## config.mk

```make
export PLATFORM = sky130hd
export DESIGN_NAME = prng_arbiter
export DESIGN_NICKNAME = d
export VERILOG_FILES = /design/src/rtl/prng_pkg.sv /design/src/rtl/rr_arbiter.sv /design/src/rtl/xor_prng.sv /design/src/rtl/prng_arbiter.sv
export SDC_FILE = /design/constraint.sdc
export NUM_CORES = 1
export LEC_CHECK = 0
export ABC_AREA = 1
export BUFFER_PORTS_ARGS = -buffer_cell sky130_fd_sc_hd__buf_4
export CORE_ASPECT_RATIO = 1.5
export CORE_MARGIN = 2
export CORE_UTILIZATION = 60
export CTS_BUF_LIST = sky130_fd_sc_hd__clkbuf_4 sky130_fd_sc_hd__clkbuf_8
export DETAILED_ROUTE_END_ITERATION = 12
export MAX_ROUTING_LAYER = met4
export PLACE_DENSITY = 0.82
export SLEW_MARGIN = 20
export SYNTH_ARGS = -nofsm -noshare
export SYNTH_HDL_FRONTEND = slang
export SYNTH_SLANG_ARGS = --single-unit
```

## constraint.sdc

```tcl
create_clock -name clk -period 6.19 [get_ports clk]
set_input_delay 1.238 -clock clk [delete_from_list [all_inputs] [get_ports clk]]
set_output_delay 1.238 -clock clk [all_outputs]
set_load 0.02 [all_outputs]
```

## src/rtl/prng_pkg.sv

```systemverilog
// Shared types and the xorshift step used by the jitter PRNG arbiter.
package prng_pkg;

    localparam int RAND_W = 12;
    localparam int PRNG_W = 16;

    typedef logic [RAND_W-1:0] rand_t;

    typedef enum logic {
        WARMUP,
        SERVE
    } prng_arb_state_e;

    // 16-bit xorshift with the (7, 9, 8) triple; never reaches zero from a non-zero seed
    function automatic logic [PRNG_W-1:0] xorshift16(input logic [PRNG_W-1:0] s);
        logic [PRNG_W-1:0] x;
        x = s ^ (s << 7);
        x = x ^ (x >> 9);
        x = x ^ (x << 8);
        return x;
    endfunction

endpackage

```

## src/rtl/rr_arbiter.sv

```systemverilog
// Combinational round-robin picker: first eligible bit at or after ptr, wrapping at N-1.
module rr_arbiter #(
    parameter int N = 4,
    localparam int PW = $clog2(N)
) (
    input  logic [N-1:0]  eligible,
    input  logic [PW-1:0] ptr,
    output logic [N-1:0]  winner,
    output logic          any
);

    logic [PW-1:0] idx;

    always_comb begin
        winner = '0;
        any    = 1'b0;
        idx    = ptr;
        for (int i = 0; i < N; i++) begin
            if (!any && eligible[idx]) begin
                winner[idx] = 1'b1;
                any         = 1'b1;
            end
            idx = (idx == PW'(N - 1)) ? '0 : idx + 1'b1;
        end
    end

endmodule

```

## src/rtl/xor_prng.sv

```systemverilog
// 16-bit xorshift generator producing a 12-bit value; the state only moves when enabled.
module xor_prng
    import prng_pkg::*;
#(
    parameter logic [PRNG_W-1:0] SEED = 16'h5A3C
) (
    input  logic  clk,
    input  logic  rst_n,
    input  logic  enable,
    output rand_t rand_num
);

    logic [PRNG_W-1:0] state;

    always_ff @(posedge clk or negedge rst_n) begin
        if (!rst_n) begin
            state <= SEED;
        end else if (enable) begin
            state <= xorshift16(state);
        end
    end

    // Upper nibble is folded into the top of the output so every state bit contributes
    assign rand_num = state[RAND_W-1:0]
                    ^ {state[PRNG_W-1:RAND_W], {(2*RAND_W-PRNG_W){1'b0}}};

endmodule

```

## src/rtl/prng_arbiter.sv

```systemverilog
// Shares one xor_prng between N_REQ requesters: warm-up draws after reset, then one
// round-robin grant per cycle, advancing the PRNG only when a value is handed out.
module prng_arbiter
    import prng_pkg::*;
#(
    parameter int          N_REQ         = 4,
    parameter logic [15:0] SEED          = 16'h5A3C,
    parameter int          WARMUP_CYCLES = 16
) (
    input  logic              clk,
    input  logic              rst_n,
    input  logic [N_REQ-1:0]  req,
    output logic [N_REQ-1:0]  gnt,
    output logic [RAND_W-1:0] gnt_data,
    output logic              ready,
    output logic [31:0]       draw_cnt
);

    localparam int PW = $clog2(N_REQ);

    prng_arb_state_e state, state_nxt;
    logic [7:0]       warm_cnt, warm_cnt_nxt;
    logic [N_REQ-1:0] eligible;
    logic [N_REQ-1:0] winner;
    logic             any_grant;
    logic [PW-1:0]    ptr, ptr_nxt, win_idx;
    logic             prng_en;
    rand_t            rand_num;

    always_ff @(posedge clk or negedge rst_n) begin
        if (!rst_n) begin
            state    <= WARMUP;
            warm_cnt <= 8'(WARMUP_CYCLES);
        end else begin
            state    <= state_nxt;
            warm_cnt <= warm_cnt_nxt;
        end
    end

    always_comb begin
        state_nxt    = state;
        warm_cnt_nxt = warm_cnt;
        case (state)
            WARMUP: begin
                if (warm_cnt == 8'd1) begin
                    state_nxt = SERVE;
                end else begin
                    warm_cnt_nxt = warm_cnt - 8'd1;
                end
            end
            SERVE:   state_nxt = SERVE;
            default: state_nxt = WARMUP;
        endcase
    end

    // A requester granted this cycle is masked so a held req cannot win twice in a row
    assign eligible = (state == SERVE) ? (req & ~gnt) : '0;
    assign prng_en  = (state == WARMUP) | any_grant;
    assign ready    = (state == SERVE);

    rr_arbiter #(
        .N (N_REQ)
    ) u_rr_arbiter (
        .eligible (eligible),
        .ptr      (ptr),
        .winner   (winner),
        .any      (any_grant)
    );

    xor_prng #(
        .SEED (SEED)
    ) u_xor_prng (
        .clk      (clk),
        .rst_n    (rst_n),
        .enable   (prng_en),
        .rand_num (rand_num)
    );

    always_comb begin
        win_idx = '0;
        for (int i = 0; i < N_REQ; i++) begin
            if (winner[i]) begin
                win_idx = PW'(i);
            end
        end
        ptr_nxt = (win_idx == PW'(N_REQ - 1)) ? '0 : win_idx + 1'b1;
    end

    always_ff @(posedge clk or negedge rst_n) begin
        if (!rst_n) begin
            gnt      <= '0;
            gnt_data <= '0;
            ptr      <= '0;
            draw_cnt <= '0;
        end else begin
            gnt <= winner;
            if (any_grant) begin
                gnt_data <= rand_num;
                ptr      <= ptr_nxt;
                if (draw_cnt != '1) begin
                    draw_cnt <= draw_cnt + 32'd1;
                end
            end
        end
    end

endmodule

```

Yosys cells after proc, flatten, opt, wreduce, memory -nomap -nowiden
Index checks and enable logic that the tools add are counted.
W data, S select, Z words.
- register bits: 75
- input bits: 6
- output and inout bits: 49
- logic and storage cells: 85
- add/sub/neg operators: 6
- $lt $le $gt $ge: 8
- eq/ne operators: 6
- mux-type cells: 34
- bitwise gates (word level): 12
- reduce and logical (&&, ||, !) cells: 12
- operators with widths (cell ; count):
    $add A32 B1 Y32 const B ; 1
    $ne A32 B32 Y1 const B ; 1
    $xor A16 B16 Y16 ; 2
    $mux W4 ; 5
    $xor A16 B7 Y16 ; 1
    $mux W1 ; 14
    $lt A2 B3 Y1 const B ; 4
    $mux W2 ; 6
    $or A4 B4 Y4 ; 3
    $xor A12 B12 Y12 ; 1
    $add A2 B1 Y2 const B ; 4
    $bmux W1 S2 ; 4
    $demux W1 S2 ; 4
    $eq A2 B2 Y1 const B ; 4
    $eq A8 B1 Y1 const B ; 1
    $ge A2 B1 Y1 const B ; 4
    $sub A8 B1 Y8 const B ; 1
    $logic_and A1 B1 Y1 ; 7
    $and A4 B4 Y4 ; 1
    $not A4 Y4 ; 1
    $reduce_and A2 Y1 ; 2
    $logic_not A1 Y1 ; 3
    $not A1 Y1 ; 2
    $pmux W1 S2 ; 1
    $or A1 B1 Y1 ; 1

Logic depth before layout (Yosys ltp)
Gate-level depths: netlist of run 1.
- depth in word-level cells: 20
- depth in mapped cells: 14
- gate-level depth less buffers: 14

By module
From an unflattened synthesis of run 1, not the netlist that was laid out.
- cells, all modules: 701
- area, all modules: 4849.7 um^2
- by module, submodules not included (module ; instances ; cells each ; area each (um^2) ; seq. area each (um^2)):
    prng_arbiter ; 1 ; 465 ; 3316.9 ; 1477.7
    xor_prng ; 1 ; 152 ; 1056.0 ; 410.4
    rr_arbiter ; 1 ; 84 ; 476.7 ; 0.0

Worst setup path before layout of run 1
No wires, ideal clock.
- path kind: input port to flip-flop
- start point: in req[0]
- end point: reg u_xor_prng.state[8]
- library setup time: 0.125 ns
- arrival: 2.295 ns
- required time: 6.065 ns
- slack: 3.770 ns
- stages on the path: 12
- path buffers: 1
- cells stage by stage: nand2_1 nor2_1 nand2_1 nand2_1 nand2_1 nand2_2 nor2_8 nand3_4 nor2_2 buf_4 nor2_1 xor2_1
- longest elaborated chain between the ends: 15
- elaborated cells on any way between the ends: 21
- those cells by class: mux (13); bitwise (2); reduce/logical (6)
- ends and longest elaborated chain (item ; RTL line ; text):
    from (decl) ; prng_arbiter.sv:12 ; input logic [N_REQ-1:0] req,
    $and A4 B4 Y4 (*) ; prng_arbiter.sv:57 ; assign eligible = (state == SERVE) ? (req & ~gnt) : '0;
    $mux W4 (*) ; prng_arbiter.sv:57 ;
    $bmux W1 S2 ; rr_arbiter.sv:19 ; if (!any && eligible[idx]) begin
    $mux W1 (implied by the code) ; rr_arbiter.sv:19 ;
    $mux W1 ; rr_arbiter.sv:19 ;
    $logic_not A1 Y1 ; rr_arbiter.sv:19 ;
    $logic_and A1 B1 Y1 ; rr_arbiter.sv:19 ;
    $mux W1 ; rr_arbiter.sv:19 ;
    $logic_not A1 Y1 ; rr_arbiter.sv:19 ;
    $logic_and A1 B1 Y1 ; rr_arbiter.sv:19 ;
    $mux W1 ; rr_arbiter.sv:19 ;
    $logic_not A1 Y1 ; rr_arbiter.sv:19 ;
    $logic_and A1 B1 Y1 ; rr_arbiter.sv:19 ;
    $mux W1 (*) ; rr_arbiter.sv:19 ;
    $or A1 B1 Y1 (*) ; prng_arbiter.sv:58 ; assign prng_en = (state == WARMUP) | any_grant;
    to (signal assigned) ; xor_prng.sv:19 ; state <= xorshift16(state);
    to (decl) ; xor_prng.sv:13 ; logic [PRNG_W-1:0] state;
Every way passes the cells marked *; elsewhere a longest branch is shown, timed or not. The select of a mux whose other input is x is not followed.
A chain may end at the register's enable or synchronous reset.

Worst setup path after layout of run 1
- start point: reg ptr[0]
- end point: reg u_xor_prng.state[8]
- longest elaborated chain between the ends: 13
- elaborated cells on any way between the ends: 28
- those cells by class: add/sub (3); eq/ne (3); mux (15); bitwise (1); reduce/logical (6)
- ends and longest elaborated chain (item ; RTL line ; text):
    from (decl) ; prng_arbiter.sv:26 ; logic [PW-1:0] ptr, ptr_nxt, win_idx;
    from (signal assigned) ; prng_arbiter.sv:99 ; ptr <= ptr_nxt;
    branches (longest 11 deep; another with $add A2 B1 Y2) ; - ;
    $mux W1 (*) ; rr_arbiter.sv:19 ;
    $or A1 B1 Y1 (*) ; prng_arbiter.sv:58 ;
Mark *: on every way between the ends. The select of a mux whose other input is x is not followed.

==> metrics.txt, run 1 <==
CTS Root Cell clkbuf_8; Post-Synth XOR/XNOR Area 0.129; Worst setup EP type flip-flop; HP Start gnt_data[4]; num rows 37; Least-Margin Pin Slew just over 0.9 ns; worst hold path type flip-flop to flip-flop; vias in the first global route approximately 3400; most frequent cells in the layout nand2_1 (159), dfrtp_1 (66), buf_4 (54); crit share post-route 0.504; number of antenna repair diodes 0; H-tree levels 3; post-route ant nets 0; post-DP HPWL 6650 um; critical path startpoint category flip-flop; Vias roughly 3500; clock tree buffer depth 2; met3 WL 317 um; top sig layer met4; Max Slew Vio Count 0; first-pass GRT wire length 15200 um; setup violators final 0; Data required, critical path between 6 and 7 ns; status finished, final reports clean; Synth Area in Compound Gates 0.0312; area growth from synthesis to layout 15.0%; Final GP Congestion just under 1; Die ar. just under 8000 um2; Initial Util 0.615; Cells after Synth roughly 510; switching share of power 0.219; R2R Setup Slk between 3 and 4 ns; net switching power figure ~0.0002 W; first-pass iteration count of the detailed router 4; part of the power in the clock network 0.436; skew final between 0.009 and 0.01 ns; Yosys warning total 0; Critical Path AT 3.36 ns; post-CTS setup buffer count 0; Crit Path Class flip-flop to flip-flop; Total GRT Usage 0.260; register area share after synthesis 0.448; Peak VDD IR 0.153 mV; Routed met1 length roughly 3700 um; Via density approximately 5.4; Worst Hold Slack about 0.48 ns; PostCTS Resize Cnt 0; Final TNS setup 0 ns; Die H ~110 um; Final min period roughly 3.1 ns; Adder-Cell Fraction of Synth Area 0.0297; Post-Syn Nets ~530; clk slew on worst S/H paths 0.08 ns; Unique masters post-synth 30; Fmax achieved approximately 320 MHz; total gr overflow 0; Critical path origin ptr[0]; mux cell area share after synthesis 0; Die X approximately 72 um; PortBufs 54; io pins 55; layout cells sized above 1 0.178; Num CTS Buffers 9; most common cell after layout, fill and taps aside nand2_1; DR iter-0 viols 250; Layout fillers approximately 570; initial antenna violation count 0; # clock sinks 75; final cell count without fillers 651; Reg2Reg Depth 10; synthesized area 4220 um2; Power Dens Cells ~180 nW/um2; Final nets 584; CTS tree built; internal power approximately 0.00069 W; worst reg2reg path startpoint ptr[0]; placed insts 635; Syn Area/Cell just over 8 um2; Final Power approximately 0.0009 W; Max Cap Violations 0; Min-Delay Endpoint gnt_data[4]; Hold-fix buffers, CTS 0; Seq pwr share 0.551; Worst Hold Depth 2; Hold Fails Final Rpt 0; Reg-to-Reg End u_xor_prng.state[8]; Core ar. roughly 6900 um2; routed len/inst 14.0 um; met2 routed WL ~4800 um; largest net degree at the start of global routing 76; RSZ-0062 raised after global routing false; Leak between 2 and 2.5 nW; Comb power frac 0.013; Seq cells post-synth 75; CP Max Fanout 30; clk_lat worst skew ~0.35 ns; Slew HR 0.382; Post-Synth Simple-Gate Area 0.304; Total Wirelength roughly 9000 um; main combinational cell family by area after synthesis simple AND/OR/NAND/NOR gates; DRC viols 0
cells by family (layout without fill, tap and decap cells):
logic type,Yosys count,after routing
and+or+nand+nor,287,287
adders and majority gates,10,10
xor gates and xnor gates,62,62
AOI/OAI and AO/OA,24,24
DFF,75,75
buffers and inverters,55,115
worst max path at each step:
stage / endpoint / slack [ns] / cells past startpoint
2_1_floorplan: u_xor_prng.state[8] / 3.77 / 12
3_3_place_gp: u_xor_prng.state[8] / 2.98 / 12
3_5_place_dp: u_xor_prng.state[8] / 2.91 / 10
4_1_cts: u_xor_prng.state[8] / 3.09 / 10
5_1_grt: u_xor_prng.state[10] / 2.70 / 9
6_report: u_xor_prng.state[8] / 3.07 / 10
synth_stat cells, drive strengths merged:
library cell	instances	area, um2
nand3	37	208
buf	10	76.3
inv	45	169
o21ai	23	123
nor4	5	31.3
dfrtp	66	1650
xor2	37	324
nor2	50	219
nand2	164	638
o2111ai	1	8.76
nand4	13	81.3
dfstp	9	236
ha	10	125
nand3b	3	26.3
xnor2	25	219
nor3	15	80.1
power groups by stage:
stage	sequential (W)	combinational (W)	clock, W
global placement	0.000499	0.0000122	0
detailed placement	0.000499	0.0000126	0
global route	0.000490	0.0000143	0.000419
floorplan	0.000499	0.000000000983	0
finish	0.000490	0.0000118	0.000388
CTS	0.000490	0.0000126	0.000397
per-layer routing:
| layer | vias up | global-route usage |
|---|---|---|
| met2 | 86 | 0.431 |
| met1 | 1675 | 0.295 |
| met4 | 0 | 0.127 |
| met5 | - | - |
| met3 | 25 | 0.0564 |
| li1 | 1734 | - |
flip-flops by register name, summed over array words and instances, names as in the netlist:
register,cells
ready,1
ptr,2
draw_cnt,32
warm_cnt,8
gnt,4
u_xor_prng.state,16
gnt_data,12
stage by stage:
step / cell area, um2 / util / setup WS (ns)
after floorplan: 4220 / - / 3.77
after global placement: 4640 / 0.678 / 2.98
after detailed placement: 4640 / 0.678 / 2.91
after CTS: 4850 / 0.708 / 3.09
after global routing: 4850 / 0.708 / 2.70
final: 4850 / 0.708 / 3.07
layout make-up:
class	instances	area, um2	area share
Clock buffer	11	145	0.0299
Sequential cell	75	1890	0.389
Multi-Input combinational cell	383	2080	0.429
Timing Repair Buffer	54	405	0.0836
Inverter	45	169	0.0348
Clock inverter	5	62.6	0.0129
Tap cell	78	97.6	0.0201
critical path, stage by stage (launching register included):
cell	delay (ns)
dfrtp_1	0.57
inv_2	0.14
ha_1	0.47
inv_1	0.20
nand2_1	0.10
nand3_1	0.08
nand2_1	0.19
nand3_4	0.21
nor2_2	0.75
nor2_1	0.11
xor2_1	0.18
Power figures use the tool's default switching activity.
==> inputs of run 2 (changes only) <==
--- a/config.mk
+++ b/config.mk
@@ -9,11 +9,11 @@
 export BUFFER_PORTS_ARGS = -buffer_cell sky130_fd_sc_hd__buf_4
 export CORE_ASPECT_RATIO = 1.5
 export CORE_MARGIN = 2
-export CORE_UTILIZATION = 60
+export CORE_UTILIZATION = 54
 export CTS_BUF_LIST = sky130_fd_sc_hd__clkbuf_4 sky130_fd_sc_hd__clkbuf_8
 export DETAILED_ROUTE_END_ITERATION = 12
 export MAX_ROUTING_LAYER = met4
-export PLACE_DENSITY = 0.82
+export PLACE_DENSITY = 0.78
 export SLEW_MARGIN = 20
 export SYNTH_ARGS = -nofsm -noshare
 export SYNTH_HDL_FRONTEND = slang
==> constraint.sdc (replaced) <==
create_clock -name clk -period 2.59 [get_ports clk]
set_input_delay 0.518 -clock clk [delete_from_list [all_inputs] [get_ports clk]]
set_output_delay 0.518 -clock clk [all_outputs]
set_load 0.02 [all_outputs]
==> run 2 against run 1 <==
Net effect: routed wire length increased by 3.6%; critical path depth increased by 2; highest routed layer unchanged; global-route usage decreased by 1.8 points; clock skew increased by 0.0030 ns; sequential power increased by 140%; setup slack got worse by 2.8 ns; combinational power increased to 2.6 times the previous value; clock power increased to 2.9 times the previous value; hold slack got worse by 0.34 ns; via count increased by 0.77%; fmax increased by 33%.
==> metrics.txt, run 2 (synthesis results as in run 1) <==
Crit Path Class flip-flop to flip-flop; Hold Fails Final Rpt 0 (unchanged); Die ar. 8550 um2 (+11%); worst hold path type input pin to asynchronous set/reset pin; Final TNS setup 0 ns (unchanged); Reg2Reg Depth 12 (+2); Max Slew Vio Count 0 (unchanged); Die H 112 um (+5.2%); PortBufs 54 (unchanged); crit share post-route 0.906 (+0.402); Leak 2.42 nW (+2.4%); skew final 0.0122 ns (+0.00301 ns); Worst setup EP type flip-flop; first-pass GRT wire length 16200 um (+6.3%); routed len/inst 13.9 um (-0.95%); Initial Util 0.554 (-0.0615); layout cells sized above 1 0.192 (+0.0137); DR iter-0 viols 153 (-39%); total gr overflow 0 (unchanged); CP max-delay cell dfrtp_2; num rows 39 (+5.4%); post-DP HPWL 7150 um (+7.4%); Slew HR 0.632 (+0.250); worst reg2reg path startpoint ptr[0]; Power Dens Cells 463 nW/um2 (+150%); max incr delay on CP 0.46 ns (-0.29 ns); area growth from synthesis to layout 18.3%; DRC viols 0 (unchanged); CP Max Fanout 18 (-40%); # clock sinks 75 (unchanged); initial antenna violation count 0 (unchanged); CTS Root Cell clkbuf_8; critical path startpoint category flip-flop; final design utilization 0.655 (-0.0525); Reg with most FFs draw_cnt; first-pass iteration count of the detailed router 6 (+2); Hold-fix buffers, CTS 0 (unchanged); Final min period 2.35 ns (-0.775 ns); most common cell after layout, fill and taps aside nand2_1; GR Util met1 0.279 (-0.0165); RSZ-0062 raised after global routing false; post-route ant nets 0 (unchanged); Final GP Congestion 0.962 (about the same); clk_lat worst skew 0.35 ns (about the same); Total Wirelength 9440 um (+3.6%); most frequent cells in the layout nand2_1 (159), dfrtp_1 (64), buf_4 (60); Vias 3547 (+0.77%); Max Cap Violations 0 (unchanged); Via density 5.21 (-3.7%); Largest register FFs 32 (unchanged); clock tree buffer depth 2 (unchanged); Num CTS Buffers 9 (unchanged); Reg-to-Reg End u_xor_prng.state[4]; crit-path cells ha_1, nor2_4, nand2_1, nand3_2, nand2_4, nor2_8, nand3_4, buf_4, nor2_2, buf_4, nand2_1, o21ai_0; status finished, final reports clean; Total GRT Usage 0.242 (-0.0178); number of antenna repair diodes 0 (unchanged); grt peak-use layer met2; biggest regs draw_cnt x32, u_xor_prng.state x16, gnt_data x12; vias in the first global route 3583 (+5.2%); clk slew on worst S/H paths 0.08 ns (about the same); Critical Path AT 2.61 ns (-0.75 ns); CTS tree built; Fmax achieved 426 MHz (+33%); Die X 76.2 um (+5.1%); H-tree levels 3 (unchanged); GR Util met3 0.0370 (-0.0194); Peak VDD IR 0.463 mV (+200%); GR Util met2 0.407 (-0.0240); R2R Setup Slk 0.24 ns (-2.82 ns); Least-Margin Pin Slew 0.551 ns (-0.376 ns); setup violators final 0 (unchanged); Final nets 590 (+1.0%); Core ar. 7610 um2 (+11%); io pins 55 (unchanged); largest net degree at the start of global routing 44 (-42%); Data required, critical path 2.86 ns (-3.57 ns)
-- run 2: cell count changes in the layout (fill, tap and decap cells not counted), sizes merged --
cell / delta
buf: +6
inv: +3
bufinv: +2
clkbuf: -2
clkinvlp: -2
clkinv: -1
-- run 2: critical path: cells and delay by family, from the launching register on --
kind,cells,cell delay (ns)
adder cells (fa/ha/maj),1,0.32
AO/OA/AOI/OAI,1,0.09
flip-flops,1,0.46
AND/OR/NAND/NOR,8,0.98
buffers and inverters,2,0.42
-- run 2: report_power, final --
group	switching [W]	internal [W]	leakage [nW]
sequential	0	0.00117	0.917
combinational	0.0000244	0.00000678	1.38
clock	0.000459	0.000648	0.125
total	0.000483	0.00183	2.42
-- run 2: final cells by class --
type	count	area [um2]
clock buffer	9	124
clock inverter	7	121
fill	665	2620
inverter	45	171
multi-input combinational	383	2100
sequential	75	1890
tap	102	128
timing repair buffer	60	450
-- run 2: worst max path at each step --
stage,startpoint,endpoint,slack (ns),depth (start not counted)
2_1_floorplan,ptr[0],u_xor_prng.state[8],0.44,12
3_3_place_gp,ptr[1],draw_cnt[16],0.26,11
3_5_place_dp,ptr[1],u_xor_prng.state[9],0.11,12
4_1_cts,ptr[1],u_xor_prng.state[9],0.08,12
5_1_grt,draw_cnt[0],draw_cnt[16],0.04,12
6_report,ptr[0],u_xor_prng.state[4],0.24,12
-- run 2: metrics by stage --
stage	hold WS, ns	cells	setup slack (ns)	area, um2	total power, W
after floorplan	0.222	513	0.444	4220	0.00119
final	0.140	681	0.244	4990	0.00231
after detailed placement	0.463	665	0.106	4720	0.00123
after global placement	0.462	665	0.257	4720	0.00123
after CTS	0.151	681	0.0805	4960	0.00233
after global routing	0.172	681	0.0413	4990	0.00238
-- run 2: layer usage --
metal / up-vias / wire, um
li1: 1743 / -
met1: 1662 / 3830
met2: 117 / 4930
met3: 25 / 378
met4: 0 / 299
met5: - / 0
-- run 2: repair_timing --
action,4_1_cts,5_1_grt
gates resized for setup,0,7
endpoints found under the hold margin,0,0
buffers inserted,0,0
endpoints found under the setup margin,0,34
